===== src/rtl/stn_tg.sv =====
// stn_tg - STN panel timing generator / transmitter.
//
// Fetches 1bpp frame bytes over a req/ack read port. Each byte is sent as two
// 4-bit nibbles (high first) on fpdat, qualified by the fpshift clock. Lines
// are closed with an fpline pulse and frames with fpframe.
//
// Ports
//   clk, rst_x        clock, asynchronous active-low reset
//   en                run enable (stop takes effect at the end of a frame)
//   fifo_rdreq/rdack  byte read handshake, fifo_raddr linear byte address
//   fifo_rdata        read data, MSB = leftmost pixel
//   stn_fpframe       frame sync, stn_fpline line latch pulse
//   stn_fpshift       shift clock, stn_fpdat pixel nibble (bit3 = leftmost)
//   underrun          one-cycle pulse when the next byte is late
//   busy              high whenever the generator is not idle
module stn_tg #(
    parameter int H_PIX     = 320,
    parameter int V_LINES   = 160,
    parameter int SHIFT_DIV = 2,
    parameter int HBLANK    = 8,
    parameter int LP_W      = 4
) (
    input  logic        clk,
    input  logic        rst_x,
    input  logic        en,
    output logic        fifo_rdreq,
    input  logic        fifo_rdack,
    output logic [12:0] fifo_raddr,
    input  logic [7:0]  fifo_rdata,
    output logic        stn_fpframe,
    output logic        stn_fpline,
    output logic        stn_fpshift,
    output logic [3:0]  stn_fpdat,
    output logic        underrun,
    output logic        busy
);

    localparam int BPL     = H_PIX / 8;
    localparam int TOTAL   = BPL * V_LINES;
    localparam int NIB_LEN = 2 * SHIFT_DIV;
    localparam int M1      = (NIB_LEN > HBLANK) ? NIB_LEN : HBLANK;
    localparam int CNT_MAX = (M1 > LP_W) ? M1 : LP_W;
    localparam int CNT_W   = (CNT_MAX > 1) ? $clog2(CNT_MAX) : 1;
    localparam int BYTE_W  = (BPL > 1) ? $clog2(BPL) : 1;
    localparam int LINE_W  = (V_LINES > 1) ? $clog2(V_LINES) : 1;

    localparam logic [CNT_W-1:0]  SD_END    = CNT_W'(SHIFT_DIV - 1);
    localparam logic [CNT_W-1:0]  NIB_END   = CNT_W'(NIB_LEN - 1);
    localparam logic [CNT_W-1:0]  HB_END    = CNT_W'(HBLANK - 1);
    localparam logic [CNT_W-1:0]  LP_END    = CNT_W'(LP_W - 1);
    localparam logic [BYTE_W-1:0] BYTE_LAST = BYTE_W'(BPL - 1);
    localparam logic [LINE_W-1:0] LINE_LAST = LINE_W'(V_LINES - 1);
    localparam logic [12:0]       ADDR_LAST = 13'(TOTAL - 1);

    typedef enum logic [2:0] {
        IDLE, SYNC, FETCH, NIB_H, NIB_L, STALL, BLANK, LP
    } state_t;

    state_t             state;
    logic [CNT_W-1:0]   cnt;
    logic [BYTE_W-1:0]  byte_cnt;
    logic [LINE_W-1:0]  line_cnt;
    logic [7:0]         data_reg;
    logic [7:0]         pf_reg;
    logic               pf_valid;
    logic               stop_req;

    logic               ack;
    logic               have_byte;
    logic [7:0]         next_byte;
    logic [12:0]        next_addr;

    assign ack       = fifo_rdreq & fifo_rdack;
    // A byte acknowledged in the very cycle it is needed counts as present.
    assign have_byte = pf_valid | ack;
    assign next_byte = pf_valid ? pf_reg : fifo_rdata;
    assign next_addr = (fifo_raddr == ADDR_LAST) ? 13'd0 : fifo_raddr + 13'd1;

    always_ff @(posedge clk or negedge rst_x) begin
        if (!rst_x) begin
            state       <= IDLE;
            cnt         <= '0;
            byte_cnt    <= '0;
            line_cnt    <= '0;
            data_reg    <= '0;
            pf_reg      <= '0;
            pf_valid    <= 1'b0;
            stop_req    <= 1'b0;
            fifo_rdreq  <= 1'b0;
            fifo_raddr  <= '0;
            stn_fpframe <= 1'b0;
            stn_fpline  <= 1'b0;
            stn_fpshift <= 1'b0;
            stn_fpdat   <= '0;
            underrun    <= 1'b0;
            busy        <= 1'b0;
        end else begin
            underrun <= 1'b0;
            if (!en && state != IDLE) stop_req <= 1'b1;

            // Handshake completion; while streaming the byte lands in the
            // prefetch register (consumers below may override pf_valid).
            if (ack) begin
                fifo_rdreq <= 1'b0;
                if (state inside {NIB_H, NIB_L, BLANK, LP}) begin
                    pf_reg   <= fifo_rdata;
                    pf_valid <= 1'b1;
                end
            end

            case (state)
                IDLE: begin
                    stop_req <= 1'b0;
                    pf_valid <= 1'b0;
                    if (ack) fifo_raddr <= '0;
                    // A dropped-but-outstanding request must finish first.
                    if (en && !fifo_rdreq) begin
                        state       <= SYNC;
                        cnt         <= '0;
                        stn_fpline  <= 1'b1;
                        stn_fpframe <= 1'b1;
                        busy        <= 1'b1;
                    end
                end

                SYNC: begin
                    if (cnt == LP_END) begin
                        state       <= FETCH;
                        cnt         <= '0;
                        stn_fpline  <= 1'b0;
                        stn_fpframe <= 1'b0;
                        fifo_rdreq  <= 1'b1;
                    end else begin
                        cnt <= cnt + 1'b1;
                    end
                end

                FETCH, STALL: begin
                    if (ack) begin
                        data_reg    <= fifo_rdata;
                        state       <= NIB_H;
                        cnt         <= '0;
                        stn_fpdat   <= fifo_rdata[7:4];
                        stn_fpshift <= 1'b1;
                        if (state == STALL) byte_cnt <= byte_cnt + 1'b1;
                    end
                end

                NIB_H: begin
                    if (cnt == SD_END) stn_fpshift <= 1'b0;
                    if (cnt == NIB_END) begin
                        state       <= NIB_L;
                        cnt         <= '0;
                        stn_fpdat   <= data_reg[3:0];
                        stn_fpshift <= 1'b1;
                        fifo_rdreq  <= 1'b1;
                        fifo_raddr  <= next_addr;
                    end else begin
                        cnt <= cnt + 1'b1;
                    end
                end

                NIB_L: begin
                    if (cnt == SD_END) stn_fpshift <= 1'b0;
                    if (cnt == NIB_END) begin
                        cnt <= '0;
                        if (byte_cnt == BYTE_LAST) begin
                            state     <= BLANK;
                            byte_cnt  <= '0;
                            stn_fpdat <= '0;
                        end else if (have_byte) begin
                            data_reg    <= next_byte;
                            pf_valid    <= 1'b0;
                            state       <= NIB_H;
                            stn_fpdat   <= next_byte[7:4];
                            stn_fpshift <= 1'b1;
                            byte_cnt    <= byte_cnt + 1'b1;
                        end else begin
                            state    <= STALL;
                            underrun <= 1'b1;
                        end
                    end else begin
                        cnt <= cnt + 1'b1;
                    end
                end

                BLANK: begin
                    if (cnt == HB_END) begin
                        state       <= LP;
                        cnt         <= '0;
                        stn_fpline  <= 1'b1;
                        stn_fpframe <= (line_cnt == LINE_LAST);
                    end else begin
                        cnt <= cnt + 1'b1;
                    end
                end

                LP: begin
                    if (cnt == LP_END) begin
                        cnt         <= '0;
                        stn_fpline  <= 1'b0;
                        stn_fpframe <= 1'b0;
                        line_cnt    <= (line_cnt == LINE_LAST) ? '0 : line_cnt + 1'b1;
                        if ((stop_req || !en) && line_cnt == LINE_LAST) begin
                            state    <= IDLE;
                            busy     <= 1'b0;
                            pf_valid <= 1'b0;
                            if (!fifo_rdreq || ack) fifo_raddr <= '0;
                        end else if (have_byte) begin
                            data_reg    <= next_byte;
                            pf_valid    <= 1'b0;
                            state       <= NIB_H;
                            stn_fpdat   <= next_byte[7:4];
                            stn_fpshift <= 1'b1;
                        end else begin
                            // The prefetch request is still outstanding.
                            state <= FETCH;
                        end
                    end else begin
                        cnt <= cnt + 1'b1;
                    end
                end

                default: state <= IDLE;
            endcase
        end
    end

endmodule


===== config.mk =====
export PLATFORM = sky130hd
export DESIGN_NAME = stn_tg
export DESIGN_NICKNAME = d
export VERILOG_FILES = /design/src/rtl/stn_tg.sv
export SDC_FILE = /design/constraint.sdc
export NUM_CORES = 1
export LEC_CHECK = 0
export BUFFER_PORTS_ARGS = -buffer_cell sky130_fd_sc_hd__buf_2
export CAP_MARGIN = 20
export CORE_MARGIN = 10
export CORE_UTILIZATION = 49
export DETAILED_ROUTE_END_ITERATION = 8
export PLACE_DENSITY = 0.71
export SYNTH_ARGS = -nofsm -noshare
export SYNTH_HDL_FRONTEND = slang
export SYNTH_SLANG_ARGS = --single-unit

===== constraint.sdc =====
create_clock -name clk -period 2 [get_ports clk]
set_clock_uncertainty 0.05 [all_clocks]
set_input_delay 0.2 -clock clk [delete_from_list [all_inputs] [get_ports clk]]
set_output_delay 0.2 -clock clk [all_outputs]
set_load 0.01 [all_outputs]

# Word level (Yosys, flattened, before mapping)
# Index checks and enable logic that the tools add are counted.
# word_totals
ff_bits	61
latchBits	0
ramBits	0
romBits	0
input_bits	12
out_inout_bits	23
elab_cells	166
memories	0
# op_classes
n_addsub	4
multipliers	0
n_div	0
order_cmp	0
eq_ne	29
shifts	0
mux	83
bitwise_logic	2
n_reduce_logical	32
# ops
operator	count
13-bit two-way mux	6
8-bit two-way mux	8
3-bit two-way mux	13
13-bit case mux with 3 select lines	1
1-bit two-way mux	32
6-bit two-way mux	5
4-bit two-way mux	7
8-bit case mux with 3 select lines	1
3-bit case mux with 7 select lines	1
6-bit AND reduction	3
2-bit != test (second input constant)	8
4-bit case mux with 4 select lines	1
3-bit == test (second input constant)	5
2-bit by 1-bit != test with 1-bit output (second input constant)	7
13-bit by 1-bit adder with 13-bit output (second input constant)	1
13-bit == test (second input constant)	1
3-bit case mux with 4 select lines	1
6-bit case mux with 2 select lines	1
3-bit nonzero test	4
5-bit AND reduction	2
3-bit by 2-bit == test with 1-bit output (second input constant)	3
1-bit case mux with 3 select lines	3
8-bit by 1-bit adder with 8-bit output (second input constant)	1
8-bit == test (second input constant)	1
21 further kinds	34

# Longest topological paths before layout
# Gate-level depths: netlist of the first run.
# logic_depth
depth_word	8
mapped_depth	8
mapped_depth_nobuf	7

# Worst setup path before layout of the first run
# OpenSTA, ideal clock, no wires.
# synth_timing
path_kind	register to register
start	register cnt[0]
end	register stn_fpdat[0]
setup_ns	0.125
arrival_time_ns	1.837
required_time_ns	1.825
path_slack_ns	-0.012
path_stages_with_launch	9
n_path_buf	1
period_less_slack_ns	2.012
path_cell_list	dfrtp_1 -> ha_1 -> ha_1 -> buf_2 -> inv_1 -> o21ai_0 -> a22oi_1 -> a21oi_1 -> mux2_2
# synth_via
elab_chain_cells	3
word_cells_on_any_way	5
classes_between	4 x eq/ne; 1 x reduce/logical
# synth_lines
element	line_no	text
start: declaration	60	logic [CNT_W-1:0] cnt;
start signal: assignment	134	cnt <= cnt + 1'b1;
start signal: assignment	159	cnt <= cnt + 1'b1;
start signal: assignment	183	cnt <= cnt + 1'b1;
3-bit by 2-bit == test with 1-bit output (*)	151, 165, 199	
2-bit by 1-bit != test with 1-bit output (no source line)	--	
6-bit AND reduction (no source line) (*)	--	
end signal: assignment	154	stn_fpdat <= data_reg[3:0];
end signal: assignment	175	stn_fpdat <= next_byte[7:4];
end signal: assignment	213	stn_fpdat <= next_byte[7:4];
end: declaration	33	output logic [3:0] stn_fpdat,
# Mark *: on every way between the ends. The rest lies on a longest branch, timed or not.
# A chain may end at the register's enable or synchronous reset.

# Worst setup path in the final report of the first run
# layout_timing
start	register line_cnt[5]
end	register data_reg[2]
# layout_via
elab_chain_cells	4
# layout_lines
element	line_no	text
start: declaration	62	logic [LINE_W-1:0] line_cnt;
start signal: assignment	203	line_cnt <= (line_cnt == LINE_LAST) ? '0 : line_cnt + 1'b1;
8-bit == test	204	if ((stop_req || !en) && line_cnt == LINE_LAST) begin
1-bit logical AND	204	
2-bit != test (no source line)	--	
6-bit AND reduction (no source line)	--	
end signal: assignment	140	data_reg <= fifo_rdata;
end signal: assignment	172	data_reg <= next_byte;
end signal: assignment	210	data_reg <= next_byte;
end: declaration	63	logic [7:0] data_reg;
# Every way passes these cells.

==> results of run 1 <==
-- worst paths after layout --
kind | slack [ps] | to | startpoint | cells past startpoint
worst max-delay path | 70 | data_reg[2] | line_cnt[5] | 5
worst min-delay path | 50 | pf_reg[1] | fifo_rdata[1] | 2
worst max register to register | 70 | data_reg[2] | line_cnt[5] | 5
worst min register to register | 440 | byte_cnt[5] | byte_cnt[5] | 1
max in group asynchronous | 970 | state[1] | rst_x | 3
min in group asynchronous | 330 | line_cnt[6] | rst_x | 2
-- per-stage QoR --
stage	instance area [µm²]	TNS (ps)	hold WS (ps)
2_1_floorplan	3369	0	-145.6
3_3_place_gp	3936	0	175.6
3_5_place_dp	3936	-86.47	173.3
4_1_cts	4099	0	41.30
5_1_grt	4210	-3.045	42.46
6_report	4210	0	51.76
-- worst max-delay path: stages (launching register included) --
cell      delay (ps)
dfrtp_1          400
or3b_4           430
o311ai_2         320
a21oi_2          130
o21ai_4          110
mux2_2           360
-- power breakdown --
| part | internal, W | total (W) | switching, W |
|---|---|---|---|
| Clock | 0.000428 | 0.000890 | 0.000461 |
| Combinational | 0.00138 | 0.00285 | 0.00147 |
| Sequential | 0.00149 | 0.00178 | 0.000288 |
-- final cells by class --
cell class	instances	area, µm²
multi-input cells	276	1894
inverters	11	41.29
flip-flops and latches	57	1429
clock inverters	4	22.52
repair buffers	87	595.6
clock buffers	10	127.6
fillers	570	2509
well taps	80	100.1
-- logic make-up (layout without fill, tap and decap cells) --
logic type / after synthesis / in the layout
buf+inv: 28 / 112
mux: 28 / 28
compound gates: 99 / 99
simple gates: 134 / 134
fa+ha+maj: 8 / 8
flops: 57 / 57
xor+xnor: 7 / 7
-- placed cells by master (no fill, tap or decap), types with 2 or more instances in the layout --
cell and count:
dfrtp_1 55, nor3b_1 3, buf_2 34, nand3_1 10, nor2b_1 3, buf_4 50
o22ai_1 2, dfrtp_2 2, clkinv_2 3, xor2_1 2, and2_1 2, mux2i_1 5
nand4bb_1 2, buf_12 2, a22oi_1 5, o21ai_2 2, nor4_1 3, a21o_1 3
ha_2 3, o31ai_1 6, nand2b_1 9, a21oi_1 12, xnor2_1 5, a22o_1 2
ha_1 4, mux2_2 21, a221o_1 4, nor2_2 3, mux2_4 2, a21oi_2 4
nor2_1 25, or3_1 2, nand4_1 9, nand2_1 37, inv_1 10, a31oi_1 3
nor3_1 14, clkbuf_8 9, o21ai_0 38
-- per-layer routing --
metal  wire [µm]  part of all wire (%)
met3         514                   5.8
met4          92                   1.0
met1        4065                    46
met5           0                     0
met2        4197                    47
-- repair_timing --
action | in CTS | in global routing
hold buffers | 1 | 0
endpoints found under the setup margin | 5 | 25
pin swaps | 0 | 6
buffers inserted | 0 | 5
gates resized for setup | 2 | 22
endpoints found under the hold margin | 22 | 0
==> summary.md, run 1 <==
| Metric | Value |
|---|---|
| Status | finished, final reports clean |
| Initial Util | about half |
| Avg Cell Area, Syn | between 9 and 10 µm² |
| Die height | about 100 µm |
| GRT busiest layer | met2 |
| Seq/Total Area, Yosys | 42.38% |
| Synth Area in XOR/XNOR | 1.822% |
| CP endpoint kind | flip-flop |
| Final slew viol count | 0 |
| Initial antenna violation count | 0 |
| Critical Path RT | 2170 ps |
| Area Growth Syn to Fin | 25.09% |
| Syn Inst Count | about 360 |
| Routed WL | 8869 µm |
| Worst Slack Setup Final | roughly 66 ps |
| Dpl cells | just over 500 |
| Top cells by area, synth | dfrtp_1 (42%), mux2_2 (7.7%), o21ai_0 (5.8%), nand2_1 (4.1%), nor2_1 (3.0%) |
| Finished Layout Cells | 525 |
| Pre-antenna DRT Iters | 5 |
| Highest Clock Rate | 517.0 MHz |
| Final Cycle Share | a little over nine tenths |
| Worst skew pair latency | around 340 ps |
| Cell taking the most area after synthesis | dfrtp_1 |
| Most common cell in the netlist | dfrtp_1 |
| Antenna viol nets, final | 0 |
| Share of cells above drive strength 1 | roughly a third |
| DRC | 0 |
| Slew @ Worst Pin | ~550 ps |
| Net Count, Synth | roughly 380 |
| Post-synth cell types | 62 |
| Synthesized flop and latch total | 57 |
| CTS H-tree depth | 3 |
| Post-synthesis adder-cell area fraction | 2.974% |
| Ant diodes | 0 |
| Combinational family with the most area after synthesis | simple AND/OR/NAND/NOR gates |
| Clock root cell | clkbuf_8 |
| Cell area after synthesis | ~0.0034 mm² |
| Total track usage | around 17% |
| Slew HR | 63.09% |
| Worst setup path category | flip-flop to flip-flop |
| IO Pins | 35 |
| Worst-path maximum fanout | 4 |
| Final setup violating endpoints | 0 |
| Grt met2 use | 26.91% |
| CTS tree | yes |
| Inserted Clock Buffers | 9 |
| Pin count of the biggest net entering global routing | 36 |
| Total number of yosys warnings | 0 |
| Mux share of post-synthesis cell area | a little over 9% |
| Rows | 30 |
| Fin crit period | a little under 2000 ps |
| First-pass GRT wire length | roughly 15000 µm |
| Vias per cell | a little under 6 |
| Max-Cap Viols | 0 |
| Pwr Density | ~1300 mW/mm² |
| Detailed Place HPWL | 6335 µm |
| Placer Congestion | 0.9550 |
| Fin. Hold Viols | 0 |
| Synth cell count leaders | dfrtp_1 (57), o21ai_0 (39), nand2_1 (37) |
| Core Region | between 0.006 and 0.007 mm² |
| Port bufs | 34 |
| LEAKAGE | roughly 1.9 nW |
| Post-Place Worst Slack | -30.81 ps |
| Die Footprint | 0.01058 mm² |
| Via count | approximately 3100 |
| Overall power | between 0.005 and 0.006 W |
| Top FF cell, synth | dfrtp_1 |
| Longest Clk Path Bufs | 2 |
| Hold Crit Class | input port to flip-flop |
| Crit path launch type | flip-flop |
| Synth Area in Simple Gates | about a fifth |
| Drt wl/cell | between 15 and 20 µm |
| Layout Utilization | 62.66% |
| Clk slew on worst S/H paths | approximately 70 ps |
| Post-synthesis compound-gate area fraction | between 10% and 20% |
| Worst Path Arrival | between 2000 and 2500 ps |
| Initial DRC Count | 257 |
| Number of global-route vias before repair | 3027 |
| Post-synth EDFFs | 0 |
| Number of flip-flops in the largest register | 13 |
| Worst vdd ir | approximately 730 µV |
| Final #Nets | roughly 460 |
| Die X | between 100 and 150 µm |
| Met3 usage | under 10% |
| Post-synth ARST share | 100.0% |
| Top cell type's share of synthesized area | a little over two fifths |
| Clk sinks | 57 |
| Gr ovfl total | 0 |
| Met1 global-route usage | between 20% and 30% |
(Power assumes the default switching activity.)
==> run 2: changes to the inputs <==
Settings changed: REMOVE_ABC_BUFFERS set to 1.
==> summary.md, run 2 (same netlist as run 1, synthesis figures left out) <==
| Metric | Value |
|---|---|
| Status | finished, final reports clean (unchanged) |
| Pwr Density | 1353 mW/mm² (was 1310 mW/mm²) |
| CP endpoint kind | flip-flop (unchanged) |
| Worst hold start | fifo_rdata[3] (was fifo_rdata[1]) |
| Clk sinks | 57 (unchanged) |
| Hold Crit Class | input port to flip-flop (unchanged) |
| Vias per cell | 5.860 (was 5.895) |
| Worst skew pair latency | 350 ps (was 340 ps) |
| Via count | 3100 (was 3095) |
| Max-Cap Viols | 0 (unchanged) |
| Worst setup path category | flip-flop to flip-flop (unchanged) |
| First-pass GRT wire length | 14280 µm (was 14760 µm) |
| WHS | 50.39 ps (was 51.76 ps) |
| Area Growth Syn to Fin | 28.33% (was 25.09%) |
| Overall power | 0.005845 W (was 0.005517 W) |
| RSZ-0062 raised after global routing | yes |
| Routed WL | 8732 µm (was 8869 µm) |
| Number of flip-flops in the largest register | 13 (unchanged) |
| Most common cell after layout, fill and taps aside | dfrtp_1 (unchanged) |
| Slew @ Worst Pin | 446.4 ps (was 553.7 ps) |
| Longest Clk Path Bufs | 2 (unchanged) |
| LEAKAGE | 1.897 nW (was 1.862 nW) |
| Critical Path RT | 2180 ps (was 2170 ps) |
| Commonest non-fill, non-tap cells in the layout | dfrtp_1 (57), buf_4 (50), nand2_1 (36), buf_2 (34) (was dfrtp_1 (55), buf_4 (50), o21ai_0 (38), nand2_1 (37), buf_2 (34)) |
| Rows | 30 (unchanged) |
| Final setup violating endpoints | 0 (unchanged) |
| Ant diodes | 0 (unchanged) |
| Clock root cell | clkbuf_8 (unchanged) |
| Number of global-route vias before repair | 2990 (was 3027) |
| Initial antenna violation count | 0 (unchanged) |
| Drt wl/cell | 16.51 µm (was 16.89 µm) |
| Clk slew on worst S/H paths | 70 ps (about the same) |
| Detailed Place HPWL | 6194 µm (was 6335 µm) |
| Slew HR | 70.15% (was 63.09%) |
| Die Footprint | 0.01058 mm² (unchanged) |
| Critical Path Source | byte_cnt[0] (was line_cnt[5]) |
| Worst vdd ir | 583.8 µV (was 733.1 µV) |
| CTS tree | yes (unchanged) |
| Initial Util | 50.09% (unchanged) |
| Worst-path maximum fanout | 4 (unchanged) |
| Reg2Reg Setup Slack | 40 ps (was 70 ps) |
| IO Pins | 35 (unchanged) |
| Die height | 102.9 µm (unchanged) |
| Layout fillers | 546 (was 570) |
| Worst Path Arrival | 2140 ps (was 2110 ps) |
| Final #Nets | 464 (was 462) |
| Fin. Hold Viols | 0 (unchanged) |
| Highest Clock Rate | 510.8 MHz (was 517.0 MHz) |
| DRC | 0 (unchanged) |
| Crit path launch type | flip-flop (unchanged) |
| Die X | 102.9 µm (unchanged) |
| Pin count of the biggest net entering global routing | 27 (was 36) |
| Final Cycle Share | 97.89% (was 96.71%) |
| Inserted Clock Buffers | 9 (unchanged) |
| Gr ovfl total | 0 (unchanged) |
| Total track usage | 17.01% (was 17.38%) |
| Initial DRC Count | 253 (was 257) |
| Reg-to-reg startpoint | byte_cnt[0] (was line_cnt[5]) |
| Antenna viol nets, final | 0 (unchanged) |
| Core Region | 0.006719 mm² (unchanged) |
| Post-Place Worst Slack | -56.85 ps (was -30.81 ps) |
| Placer Congestion | 0.9588 (was 0.9550) |
| Final slew viol count | 0 (unchanged) |
| Port bufs | 34 (unchanged) |
| Share of cells above drive strength 1 | 34.08% (was 33.93%) |
| Pre-antenna DRT Iters | 5 (unchanged) |
| Fin crit period | 1958 ps (was 1934 ps) |
| CTS H-tree depth | 3 (unchanged) |
| Worst Slack Setup Final | 42.15 ps (was 65.85 ps) |
[run 2: timing repair]
| action | CTS | global route |
|---|---|---|
| endpoints found under the setup margin | 15 | 27 |
| hold buffers | 1 | 0 |
| gates cloned | 0 | 2 |
| pin swaps | 0 | 12 |
| hold endpoints to repair | 14 | 0 |
| setup buffers | 0 | 1 |
| resized for setup | 4 | 32 |
[run 2: critical path: stages, from the launching register on]
cell and delay, ps:
dfrtp_1 360, ha_2 200, and4b_2 290, and2_4 170, o21ai_1 170, a221o_1 340, mux2_2 270
[run 2: final timing paths]
kind	to	cells after the start
max in group asynchronous	data_reg[0]	3
hold reg to reg	byte_cnt[5]	1
setup reg to reg	stn_fpdat[3]	6
min in group asynchronous	byte_cnt[1]	2
hold / removal	pf_reg[3]	2
setup / recovery	stn_fpdat[3]	6
[run 2: through the flow]
step	utilization, %	std cells	setup TNS (ps)	instance area [µm²]
CTS	62.59	526	0	4205
global placement	58.86	509	0	3955
detailed placement	58.86	509	-95.56	3955
global route	64.28	529	-133.5	4319
floorplan	-	344	-5554	3277
finish	64.28	529	0	4319
[run 2: area by class of cell]
cell class	instances	area [µm²]	share of cell area, %
multi-input combinational	277	1924	44.55
sequential	57	1426	33.02
timing repair buffer	88	606.8	14.05
clock buffer	11	141.4	3.273
tap	80	100.1	2.317
clock inverter	5	78.83	1.825
inverter	11	41.29	0.9560
[run 2: per-layer routing]
metal | vias to the layer above | GRT usage, % | routed length, µm
li1 | 1493 | - | -
met1 | 1477 | 23.02 | 4081
met2 | 114 | 25.84 | 3979
met3 | 16 | 3.217 | 531
met4 | 0 | 7.380 | 141
met5 | - | 0 | 0
[run 2: power by group]
part	internal (W)	total, W	switching [W]
clock network	0.000734	0.00123	0.000492
registers	0.00148	0.00172	0.000238
logic	0.00137	0.00290	0.00153
total	0.00359	0.00584	0.00226
==> run 3: changes to the inputs <==
Settings changed: CORE_UTILIZATION 49 to 53, PLACE_DENSITY 0.71 to 0.76.
==> summary.md, run 3 (same netlist as run 1, synthesis figures left out) <==
| Metric | Value |
|---|---|
| Antenna viol nets, final | 0 (unchanged) |
| P_int | 0.003607 W (was 0.003589 W) |
| Critical Path RT | 2170 ps (was 2180 ps) |
| Worst hold start | fifo_rdata[1] (was fifo_rdata[3]) |
| Core Region | 0.006026 mm² (was 0.006719 mm²) |
| Placer Congestion | 1.015 (was 0.9588) |
| Psw | 0.002300 W (was 0.002256 W) |
| Layout fillers | 439 (was 546) |
| Final #Nets | 470 (was 464) |
| Pwr Density | 1354 mW/mm² (was 1353 mW/mm²) |
| Worst skew pair latency | 340 ps (was 350 ps) |
| CP endpoint kind | flip-flop (unchanged) |
| Vias per cell | 5.987 (was 5.860) |
| Die height | 99.69 µm (was 102.9 µm) |
| Worst setup path category | flip-flop to flip-flop (unchanged) |
| CTS H-tree depth | 3 (unchanged) |
| Worst-path maximum fanout | 12 (was 4) |
| Routed WL | 9298 µm (was 8732 µm) |
| Pre-antenna DRT Iters | 5 (unchanged) |
| Clk slew on worst S/H paths | 60 ps (was 70 ps) |
| Worst Path Arrival | 2230 ps (was 2140 ps) |
| Reg2reg end | data_reg[0] (was stn_fpdat[3]) |
| First-pass GRT wire length | 15110 µm (was 14280 µm) |
| Area Growth Syn to Fin | 29.63% (was 28.33%) |
| Highest Clock Rate | 487.3 MHz (was 510.8 MHz) |
| Overall power | 0.005907 W (was 0.005845 W) |
| Hold Crit Class | input port to flip-flop (unchanged) |
| Number of global-route vias before repair | 3180 (was 2990) |
| Finished Layout Cells | 529 (unchanged) |
| Rows | 28 (was 30) |
| Dpl cells | 504 (was 509) |
| Detailed Place HPWL | 6493 µm (was 6194 µm) |
| Final setup violating endpoints | 4 (was 0) |
| Failing checks | setup timing |
| TNS Setup | -174.9 ps (was 0 ps) |
| Drt wl/cell | 17.58 µm (was 16.51 µm) |
| Gate power share | 49.9% (was 49.6%) |
| CP Cell Sequence | buf_4 -> nor3b_1 -> o21a_1 -> a21oi_2 -> o21ai_4 -> mux2_2 (was ha_2 -> and4b_2 -> and2_4 -> o21ai_1 -> a221o_1 -> mux2_2) |
| Slew @ Worst Pin | 484.7 ps (was 446.4 ps) |
| Hold Crit Depth | 2 (unchanged) |
| Number of flip-flops in the largest register | 13 (unchanged) |
| Status | finished, violations left (was finished, final reports clean) |
| Final slew viol count | 0 (unchanged) |
| Seq pwr share | 30.4% (was 29.5%) |
| Clk pwr share | 19.6% (was 21.0%) |
| LEAKAGE | 1.937 nW (was 1.897 nW) |
| Die Footprint | 0.009938 mm² (was 0.01058 mm²) |
| Port bufs | 34 (unchanged) |
| Slew HR | 67.69% (was 70.15%) |
| Pin count of the biggest net entering global routing | 25 (was 27) |
| CP max stage cell | dfrtp_2 (was dfrtp_1) |
| Fin. Hold Viols | 0 (unchanged) |
| WHS Endpoint | pf_reg[1] (was pf_reg[3]) |
| Total track usage | 18.39% (was 17.01%) |
| Ant diodes | 0 (unchanged) |
| Share of cells above drive strength 1 | 36.56% (was 34.08%) |
| Gr ovfl total | 0 (unchanged) |
| Reg2Reg Setup Slack | -50 ps (was 40 ps) |
| Most common cell after layout, fill and taps aside | buf_4 (was dfrtp_1) |
| RSZ-0062 raised after global routing | yes (unchanged) |
| Die X | 99.69 µm (was 102.9 µm) |
| Longest Clk Path Bufs | 2 (unchanged) |
| Initial antenna violation count | 0 (unchanged) |
| Inserted Clock Buffers | 9 (unchanged) |
| Worst Reg2Reg Path Length in Cells | 6 (unchanged) |
| Initial DRC Count | 245 (was 253) |
| Worst Slack Setup Final | -52.32 ps (was 42.15 ps) |
| Final Cycle Share | 102.6% (was 97.89%) |
| CP max stage delay | 510 ps (was 360 ps) |
| Sw Share | 38.93% (was 38.60%) |
| Clock root cell | clkbuf_8 (unchanged) |
| Reg-to-reg startpoint | state[0] (was byte_cnt[0]) |
| CTS tree | yes (unchanged) |
| IO Pins | 35 (unchanged) |
| Worst vdd ir | 822.4 µV (was 583.8 µV) |
| Clk sinks | 57 (unchanged) |
| Area taken by multi-input logic gates | 0.001933 mm² (was 0.001924 mm²) |
| Layout Utilization | 72.40% (was 64.28%) |
| Commonest non-fill, non-tap cells in the layout | buf_4 (57), dfrtp_1 (55), nand2_1 (37), buf_2 (34), o21ai_0 (33) (was dfrtp_1 (57), buf_4 (50), nand2_1 (36), buf_2 (34)) |
| DRC | 0 (unchanged) |
| Via count | 3167 (was 3100) |
| WHS | 51.61 ps (was 50.39 ps) |
| Fin crit period | 2052 ps (was 1958 ps) |
| Max-Cap Viols | 0 (unchanged) |
| Crit path launch type | flip-flop (unchanged) |
| Initial Util | 55.86% (was 50.09%) |
| Register Area | 0.001429 mm² (was 0.001426 mm²) |
==> run 3: changes by cell type in the layout (fill, tap and decap cells not counted), moves of 3 or more <==
cell,before,now
buf_4,50,57
o21ai_0,27,33
o21ai_1,12,6
ha_1,2,6
clkbuf_8,10,13
==> run 3: timing repair <==
item,4_1_cts,5_1_grt
cloned,0,1
setup endpoints to repair,13,29
hold endpoints to repair,18,0
pin swaps,0,7
resized for setup,8,27
setup buffers,0,8
hold buffers,1,0
==> run 3: cell type report <==
class                      count  share of cell area, %
multi-input combinational    277                  44.31
clock buffer                  13                  4.101
tap                           75                  2.151
clock inverter                 2                 0.8030
timing repair buffer          94                  14.86
inverter                      11                  1.032
sequential                    57                  32.75
==> run 3: per-stage QoR <==
step / worst slack, ps / area [µm²]
CTS: 6.650 / 4204
global placement: -101.5 / 3949
detailed placement: -110.9 / 3949
floorplan: -450.7 / 3277
global route: -123.8 / 4363
finish: -52.32 / 4363
==> run 3: power groups by stage <==
| stage | logic (W) | clock network, W | registers (W) |
|---|---|---|---|
| 3_5_place_dp | 0.00263 | 0 | 0.00180 |
| 4_1_cts | 0.00267 | 0.00118 | 0.00179 |
| 3_3_place_gp | 0.00259 | 0 | 0.00178 |
| 6_report | 0.00295 | 0.00116 | 0.00180 |
| 5_1_grt | 0.00322 | 0.00124 | 0.00184 |
| 2_1_floorplan | 0.00145 | 0 | 0.00185 |
==> run 3: worst max path at each step <==
stage / startpoint / end / slack [ps]
after floorplan: fifo_raddr[0] / fifo_raddr[10] / -450
after global placement: line_cnt[5] / data_reg[2] / -100
after detailed placement: line_cnt[5] / data_reg[0] / -110
after CTS: line_cnt[5] / data_reg[0] / 7
after global routing: state[0] / data_reg[2] / -120
final: state[0] / data_reg[0] / -50
==> run 3: layer usage <==
layer | wire, µm | up-vias | GRT usage, % | part of all wire [%]
met3 | 522 | 12 | 5.190 | 5.6
li1 | - | 1510 | - | -
met5 | 0 | - | 0 | 0
met1 | 4189 | 1537 | 23.56 | 45
met2 | 4462 | 108 | 28.77 | 48
met4 | 124 | 0 | 6.615 | 1.3
==> run 3: critical path, delay by kind of cell, from the launching register on <==
kind	cells	cell delay, ps
buf+inv	1	200
flops	1	510
simple gates	1	360
compound gates	3	440
mux	1	360
